[src/rtl/seg7_scan.sv]
// Time-multiplexed 7-segment scanner with guard slots, leading-zero
// blanking and frame-synchronous value updates.
module seg7_scan #(
  parameter int DIGITS         = 4,
  parameter int CLK_DIV        = 1000,
  parameter bit SEG_ACTIVE_LOW = 1'b0,
  parameter bit AN_ACTIVE_LOW  = 1'b0
) (
  input  logic                  clk,
  input  logic                  rst,
  input  logic [4*DIGITS-1:0]   value,
  input  logic [DIGITS-1:0]     dp_in,
  input  logic                  blank_lz,
  input  logic                  load,
  output logic [7:0]            seg,
  output logic [DIGITS-1:0]     an,
  output logic                  frame
);

  localparam int CW = $clog2(CLK_DIV);
  localparam int IW = (DIGITS > 1) ? $clog2(DIGITS) : 1;
  localparam logic [CW-1:0] CNT_MAX = CW'(CLK_DIV - 1);
  localparam logic [IW-1:0] IDX_MAX = IW'(DIGITS - 1);
  localparam logic [7:0] SEG_OFF = {8{SEG_ACTIVE_LOW}};
  localparam logic [DIGITS-1:0] AN_OFF = {DIGITS{AN_ACTIVE_LOW}};

  logic [CW-1:0]         cnt_q, cnt_d;
  logic [IW-1:0]         idx_q, idx_d;
  logic [4*DIGITS-1:0]   pval_q, pval_d;
  logic [DIGITS-1:0]     pdp_q, pdp_d;
  logic                  pblz_q, pblz_d;
  logic                  pvld_q, pvld_d;
  logic [4*DIGITS-1:0]   dval_q, dval_d;
  logic [DIGITS-1:0]     ddp_q, ddp_d;
  logic                  dblz_q, dblz_d;
  logic [7:0]            seg_q, seg_d;
  logic [DIGITS-1:0]     an_q, an_d;
  logic                  bnd_q;
  logic                  frame_q;

  logic                  slot_end;
  logic                  boundary;
  logic                  guard;
  logic [3:0]            nib;
  logic                  dp_bit;
  logic                  blank;
  logic                  zrun;
  logic [DIGITS-1:0]     lzb;
  logic [DIGITS-1:0]     an_raw;
  logic [7:0]            seg_raw;

  function automatic logic [7:0] dec(input logic [3:0] n);
    dec = 8'h00;
    unique case (n)
      4'h0: dec = 8'hFC;
      4'h1: dec = 8'h60;
      4'h2: dec = 8'hDA;
      4'h3: dec = 8'hF2;
      4'h4: dec = 8'h66;
      4'h5: dec = 8'hB6;
      4'h6: dec = 8'hBE;
      4'h7: dec = 8'hE0;
      4'h8: dec = 8'hFE;
      4'h9: dec = 8'hF6;
      4'hA: dec = 8'hEE;
      4'hB: dec = 8'h3E;
      4'hC: dec = 8'h1A;
      4'hD: dec = 8'h7A;
      4'hE: dec = 8'h9E;
      4'hF: dec = 8'h8E;
    endcase
  endfunction

  assign slot_end = (cnt_q == CNT_MAX);
  assign boundary = slot_end && (idx_q == IDX_MAX);
  assign guard    = (cnt_q == '0);

  always_comb begin
    cnt_d = slot_end ? '0 : cnt_q + 1'b1;
    idx_d = idx_q;
    if (boundary)
      idx_d = '0;
    else if (slot_end)
      idx_d = idx_q + 1'b1;
  end

  // A digit is blanked while it and everything above it is zero.
  always_comb begin
    zrun = 1'b1;
    lzb  = '0;
    for (int i = DIGITS - 1; i >= 0; i--) begin
      zrun   = zrun & (dval_q[4*i +: 4] == 4'h0);
      lzb[i] = dblz_q & zrun & (i != 0);
    end
  end

  always_comb begin
    nib    = 4'h0;
    dp_bit = 1'b0;
    blank  = 1'b0;
    an_raw = '0;
    for (int i = 0; i < DIGITS; i++) begin
      if (idx_q == IW'(i)) begin
        nib       = dval_q[4*i +: 4];
        dp_bit    = ddp_q[i];
        blank     = lzb[i];
        an_raw[i] = 1'b1;
      end
    end
  end

  always_comb begin
    seg_raw = blank ? 8'h00 : dec(nib);
    seg_raw[0] = dp_bit;
    seg_d = (guard ? 8'h00 : seg_raw) ^ SEG_OFF;
    an_d  = (guard ? '0 : an_raw) ^ AN_OFF;
  end

  // Loads landing on the boundary bypass pending and go live at once.
  always_comb begin
    pval_d = pval_q;
    pdp_d  = pdp_q;
    pblz_d = pblz_q;
    pvld_d = pvld_q;
    dval_d = dval_q;
    ddp_d  = ddp_q;
    dblz_d = dblz_q;
    if (boundary) begin
      pvld_d = 1'b0;
      if (load) begin
        dval_d = value;
        ddp_d  = dp_in;
        dblz_d = blank_lz;
      end else if (pvld_q) begin
        dval_d = pval_q;
        ddp_d  = pdp_q;
        dblz_d = pblz_q;
      end
    end else if (load) begin
      pval_d = value;
      pdp_d  = dp_in;
      pblz_d = blank_lz;
      pvld_d = 1'b1;
    end
  end

  always_ff @(posedge clk) begin
    if (rst) begin
      cnt_q   <= '0;
      idx_q   <= '0;
      pval_q  <= '0;
      pdp_q   <= '0;
      pblz_q  <= 1'b0;
      pvld_q  <= 1'b0;
      dval_q  <= '0;
      ddp_q   <= '0;
      dblz_q  <= 1'b0;
      seg_q   <= SEG_OFF;
      an_q    <= AN_OFF;
      bnd_q   <= 1'b0;
      frame_q <= 1'b0;
    end else begin
      cnt_q   <= cnt_d;
      idx_q   <= idx_d;
      pval_q  <= pval_d;
      pdp_q   <= pdp_d;
      pblz_q  <= pblz_d;
      pvld_q  <= pvld_d;
      dval_q  <= dval_d;
      ddp_q   <= ddp_d;
      dblz_q  <= dblz_d;
      seg_q   <= seg_d;
      an_q    <= an_d;
      bnd_q   <= boundary;
      frame_q <= bnd_q;
    end
  end

  assign seg   = seg_q;
  assign an    = an_q;
  assign frame = frame_q;

endmodule

[config.mk]
export PLATFORM = sky130hd
export DESIGN_NAME = seg7_scan
export DESIGN_NICKNAME = d
export VERILOG_FILES = /design/src/rtl/seg7_scan.sv
export SDC_FILE = /design/constraint.sdc
export NUM_CORES = 1
export LEC_CHECK = 0
export BUFFER_PORTS_ARGS = -buffer_cell sky130_fd_sc_hd__buf_2
export CAP_MARGIN = 30
export CORE_ASPECT_RATIO = 0.6
export CORE_MARGIN = 2
export CORE_UTILIZATION = 60
export DETAILED_ROUTE_END_ITERATION = 6
export GPL_ROUTABILITY_DRIVEN = 0
export PLACE_DENSITY = 0.82
export SKIP_LAST_GASP = 1
export SYNTH_ARGS = -nofsm -noshare
export SYNTH_HDL_FRONTEND = slang
export SYNTH_SLANG_ARGS = --single-unit
[constraint.sdc]
create_clock -name clk -period 4.8 [get_ports clk]
set_clock_uncertainty 0.2 [all_clocks]
set_input_delay 0.24 -clock clk [delete_from_list [all_inputs] [get_ports clk]]
set_output_delay 0.24 -clock clk [all_outputs]
set_load 0.02 [all_outputs]
# Word level (Yosys, flattened, before mapping)
# Memory sizes are Yosys's and may differ from the RTL's. A register that Yosys moved wholly into a read port is not among the register bits.
# Cells that the tools add are included.
[word_totals]
regBits = 62
mem_bits_ro = 112
in_bits = 24
word_cells = 60
n_memories = 1
[op_classes]
n_addsub = 2
n_eq_ne = 4
mux = 21
n_bitwise = 6
reduce_logical = 13
[mem_list]
columns = ["memory", "depth", "width", "read_ports", "rd_clocked_by_memory_dff", "wr", "line", "rtl"]
rows = [
  ["(name not given)", 16, 7, 1, 1, 0, "54", "unique case (n)"],
]
[ops]
columns = ["cell", "n"]
rows = [
  ["2-to-1 mux 16 bit", 2],
  ["2-to-1 mux 4 bit", 6],
  ["2-to-1 mux 1 bit", 13],
  ["zero test 4 bit", 3],
  ["adder 10 x 1 -> 10 bit, second input constant", 1],
  ["equality test 10 bit, second input constant", 1],
  ["zero test 10 bit", 1],
  ["OR reduction 2 bit", 3],
  ["bitwise AND 1 bit", 5],
  ["equality test 2 bit, second input constant", 2],
  ["AND reduction 2 bit", 2],
  ["OR reduction 3 bit", 1],
  ["adder 2 x 1 -> 2 bit, second input constant", 1],
  ["equality test 2 x 1 -> 1 bit, second input constant", 1],
  ["zero test 2 bit", 1],
  ["nonzero test 2 bit", 1],
  ["logical AND 1 bit", 1],
  ["inverter 1 bit", 1],
]

# Depth between registers and ports, before layout
[logic_depth]
word_depth = 8
ltp_mapped = 11

# Worst setup path after synthesis
# OpenSTA, ideal clock, no wires.
[synth_path]
kind = "reg-to-reg"
from = "reg idx_q[1]"
to = "reg seg_q[7] (netlist: seg[7])"
arrival_time_ns = 2.216
required_time_ns = 4.534
path_slack_ns = 2.318
path_stages_with_launch = 11
path_cell_list = "dfxtp_1 -> inv_1 -> ha_1 -> clkbuf_1 -> nand3b_1 -> a221oi_1 -> a21o_1 -> inv_1 -> ha_1 -> mux4_2 -> nor2_1"
[synth_between]
elab_chain_cells = 5
word_cells_on_any_way = 12
cone_classes = "eq/ne (3); mux (7); reduce/logical (2)"
[synth_lines]
columns = ["item", "line", "rtl"]
rows = [
  ["start: declaration", "28", "logic [IW-1:0] idx_q, idx_d;"],
  ["start signal: assignment", "164", "idx_q <= idx_d;"],
  ["equality test 2 x 1 -> 1 bit or zero test 2 bit (tied branches)", "103", "if (idx_q == IW'(i)) begin"],
  ["2-to-1 mux 1 bit or 2-to-1 mux 4 bit (tied branches) (3 in series)", "103", ""],
  ["OR reduction 3 bit (no line) or 2-to-1 mux 4 bit (tied branches)", "n/a", ""],
  ["end: declaration", "36", "logic [7:0] seg_q, seg_d;"],
]
# Several ways; a longest one is shown, not always the timed one.
# A chain may end at the register's enable or synchronous reset.

# Worst setup path in the final report
[layout_path]
from = "reg idx_q[0]"
to = "reg seg_q[2] (netlist: seg[2])"
# The elaborated chain is that of the path after synthesis.

==> results.sh <==
export IMPL_outcome="finished, final reports clean"
export IMPL_synth_edff_count=0
export IMPL_ys_flop_type="dfxtp_1"
export IMPL_fin_crit_ns=2.84
export IMPL_holdWs_ns=0.0351
export IMPL_cts_tree="built"
export IMPL_peakVddDrop_uv=228
export IMPL_post_route_period_util=0.592
export IMPL_avgSynthCellArea_um2=9.73
export IMPL_endpoint_kind="flip-flop"
export IMPL_startpoint_type="flip-flop"
export IMPL_clock_fmax_mhz=352
export IMPL_netlist_area_mm2=0.00319
export IMPL_fp_row_count=20
export IMPL_postLayoutCellArea_mm2=0.00386
export IMPL_grt_pass1_wl_um=10700
export IMPL_timing_final_max_slew_violations=0
export IMPL_async_reset_ff_frac=0
export IMPL_synth_top_area_share=0.433
export IMPL_fin_setup_tns_ns=0
export IMPL_p_sw_frac=0.217
export IMPL_share_comb_of_total_power=0.083
export IMPL_ant_nets=0
export IMPL_drc_errors=0
export IMPL_grt_pass1_vias=2239
export IMPL_p_clk_frac=0.454
export IMPL_wl_per_cell_um=14.8
export IMPL_tightestPinTransition_ns=0.970
export IMPL_hold_viol_final=0
export IMPL_synthTopCellsByArea="dfxtp_1, mux2i_1, nor2_1"
export IMPL_via_per_inst=5.65
export IMPL_cts_htree_levels=3
export IMPL_seqPwrFrac=0.463
export IMPL_routed_wl_um=6640
export IMPL_cp_max_fo=23
export IMPL_worstSkewPairLatency_ns=0.35
export IMPL_crit_arrival_ns=2.83
export IMPL_place_area_mm2=0.00339
export IMPL_maxSlewHeadroom=0.348
export IMPL_ys_seq_area_frac=0.433
export IMPL_synth_cell_type_count=41
export IMPL_hold_depth=2
export IMPL_vias=2539
export IMPL_rsz0062_at_grt="no"
export IMPL_grt_max_degree=43
export IMPL_antenna_found_initial=0
export IMPL_first_iter_violations=254
export IMPL_coreArea_mm2=0.00510
export IMPL_drive_gt1_frac=0.201
export IMPL_reg2reg_depth=8
export IMPL_overflow=0
export IMPL_critPathRequiredTime_ns=4.79
export IMPL_fp_dieH_um=60.5
export IMPL_max_cap_viol_count=0
export IMPL_min_path_type="input port to flip-flop"
export IMPL_yosysMostFrequentCell="dfxtp_1"
export IMPL_cp_startpoint="idx_q[0]"
export IMPL_synth_nets=365
export IMPL_p_leak_nw=1.60
export IMPL_setup_viol=0
export IMPL_syn_to_final_growth_pct=20.8
export IMPL_clkTransAtPathRegs_ns=0.07
export IMPL_r2r_start="idx_q[0]"
export IMPL_design_portCount=37
export IMPL_grt_use_total=0.234
export IMPL_dp_slack_ns=2.03
export IMPL_cts_sinks=69
export IMPL_die_area_mm2=0.00594
export IMPL_fillerInstances=342
export IMPL_clockRootBuffer="clkbuf_8"
export IMPL_synth_top_cell_by_area="dfxtp_1"
export IMPL_cts_resized_gates=0
export IMPL_min_from="rst"
export IMPL_floorplan_initialDensity=0.625
export IMPL_portBuffers=36
export IMPL_p_sw_uw=282
export IMPL_die_width_um=98.2
export IMPL_nets=415
export IMPL_yosysWarnings=0
export IMPL_place_hpwl_um=4350
export IMPL_pwr_density_cell_mw_per_mm2=336
export IMPL_stdcell_count=449
export IMPL_synthCells=328
export IMPL_cts_buffer_depth=2
export IMPL_antennaDiodeCount=0
export IMPL_path_class="flip-flop to flip-flop"
export IMPL_synth_seq_cells=69
export IMPL_power_internal_mw=1.02
export IMPL_synthTopCellsByCount="dfxtp_1, nor2_1, mux2i_1, a211oi_2"
export IMPL_placed_cells=412
export IMPL_first_pass_iters=5
export IMPL_worst_slack_ns=1.96
export IMPL_numCtsBuffers=9
[worst max-delay path: stages (launching register included)]
cell      delay, ns
dfxtp_1        0.40
ha_1           0.70
a211oi_1       0.09
a221o_1        0.48
inv_1          0.18
ha_1           0.22
nor2_1         0.08
a211oi_1       0.24
a311oi_1       0.08
[placed cells by master (no fill, tap or decap), types with 2 or more instances in the layout]
cell	instances
nand2_1	8
clkbuf_8	11
buf_2	36
dfxtp_1	69
bufinv_16	3
a311oi_1	2
and2_1	5
o21ai_0	2
xor2_1	5
a21oi_1	11
buf_4	2
dlygate4sd3_1	21
nor3_1	5
xnor2_1	3
a21o_1	2
a221oi_1	2
and3_1	2
a211oi_1	9
nor2_1	64
nor4_1	3
a221o_1	2
ha_1	13
a211oi_2	19
inv_1	11
nand3b_1	4
nand3_1	8
mux2i_1	42
nor3b_1	3
[worst paths after layout]
path               to  slack [ns]
max reg2reg    seg[2]        1.96
min          idx_q[1]        0.04
max            seg[2]        1.96
min reg2reg     frame        0.24
[what timing repair did]
item                                   in CTS  in global routing
endpoints found under the hold margin      21                  0
setup buffers                               0                  0
hold buffers                               21                  0
[layer usage]
| metal | GRT usage | up-vias | share of wire | routed length (um) |
|---|---|---|---|---|
| met5 | 0 | - | 0 | 0 |
| met4 | 0.0900 | 0 | 0.015 | 102 |
| met3 | 0.0795 | 19 | 0.062 | 410 |
| met2 | 0.373 | 90 | 0.45 | 3010 |
| met1 | 0.303 | 1175 | 0.47 | 3120 |
| li1 | - | 1255 | - | - |
[registers in the layout, summed over array words and instances (netlist names), 2 cells and up]
| signal | cells |
|---|---|
| idx_q | 2 |
| cnt_q | 10 |
| pdp_q | 4 |
| dval_q | 16 |
| an | 4 |
| pval_q | 16 |
| ddp_q | 4 |
| seg | 8 |
[logic make-up (layout without fill, tap and decap cells)]
logic type,count (synthesis),after routing,share of synthesized area
compound gates,55,55,0.152
xor+xnor,8,8,0.0219
fa+ha+maj,13,13,0.0509
buf+inv,32,87,0.0458
flops,69,69,0.433
mux,43,43,0.139
simple gates,108,108,0.158
[power groups by stage]
| stage | clock, mW | sequential [mW] | combinational (mW) |
|---|---|---|---|
| after floorplan | 0 | 0.620 | 0.0560 |
| after global placement | 0 | 0.613 | 0.0895 |
| after detailed placement | 0 | 0.614 | 0.0938 |
| after CTS | 0.601 | 0.601 | 0.107 |
| after global routing | 0.626 | 0.603 | 0.117 |
| final | 0.589 | 0.601 | 0.107 |
[final cells by class]
type,instances,area (um2),area share
timing repair buffer,60,425,0.110
clock inverter,5,106,0.0276
inverter,11,41.3,0.0107
sequential,69,1380,0.358
clock buffer,11,151,0.0392
tap,66,82.6,0.0214
multi-input combinational,227,1670,0.433
[stage by stage]
step           utilization  power (mW)
3_5_place_dp         0.664       0.708
5_1_grt              0.756        1.35
6_report             0.756        1.30
3_3_place_gp         0.660       0.702
4_1_cts              0.756        1.31
2_1_floorplan            -       0.676
(Power assumes the default switching activity.)
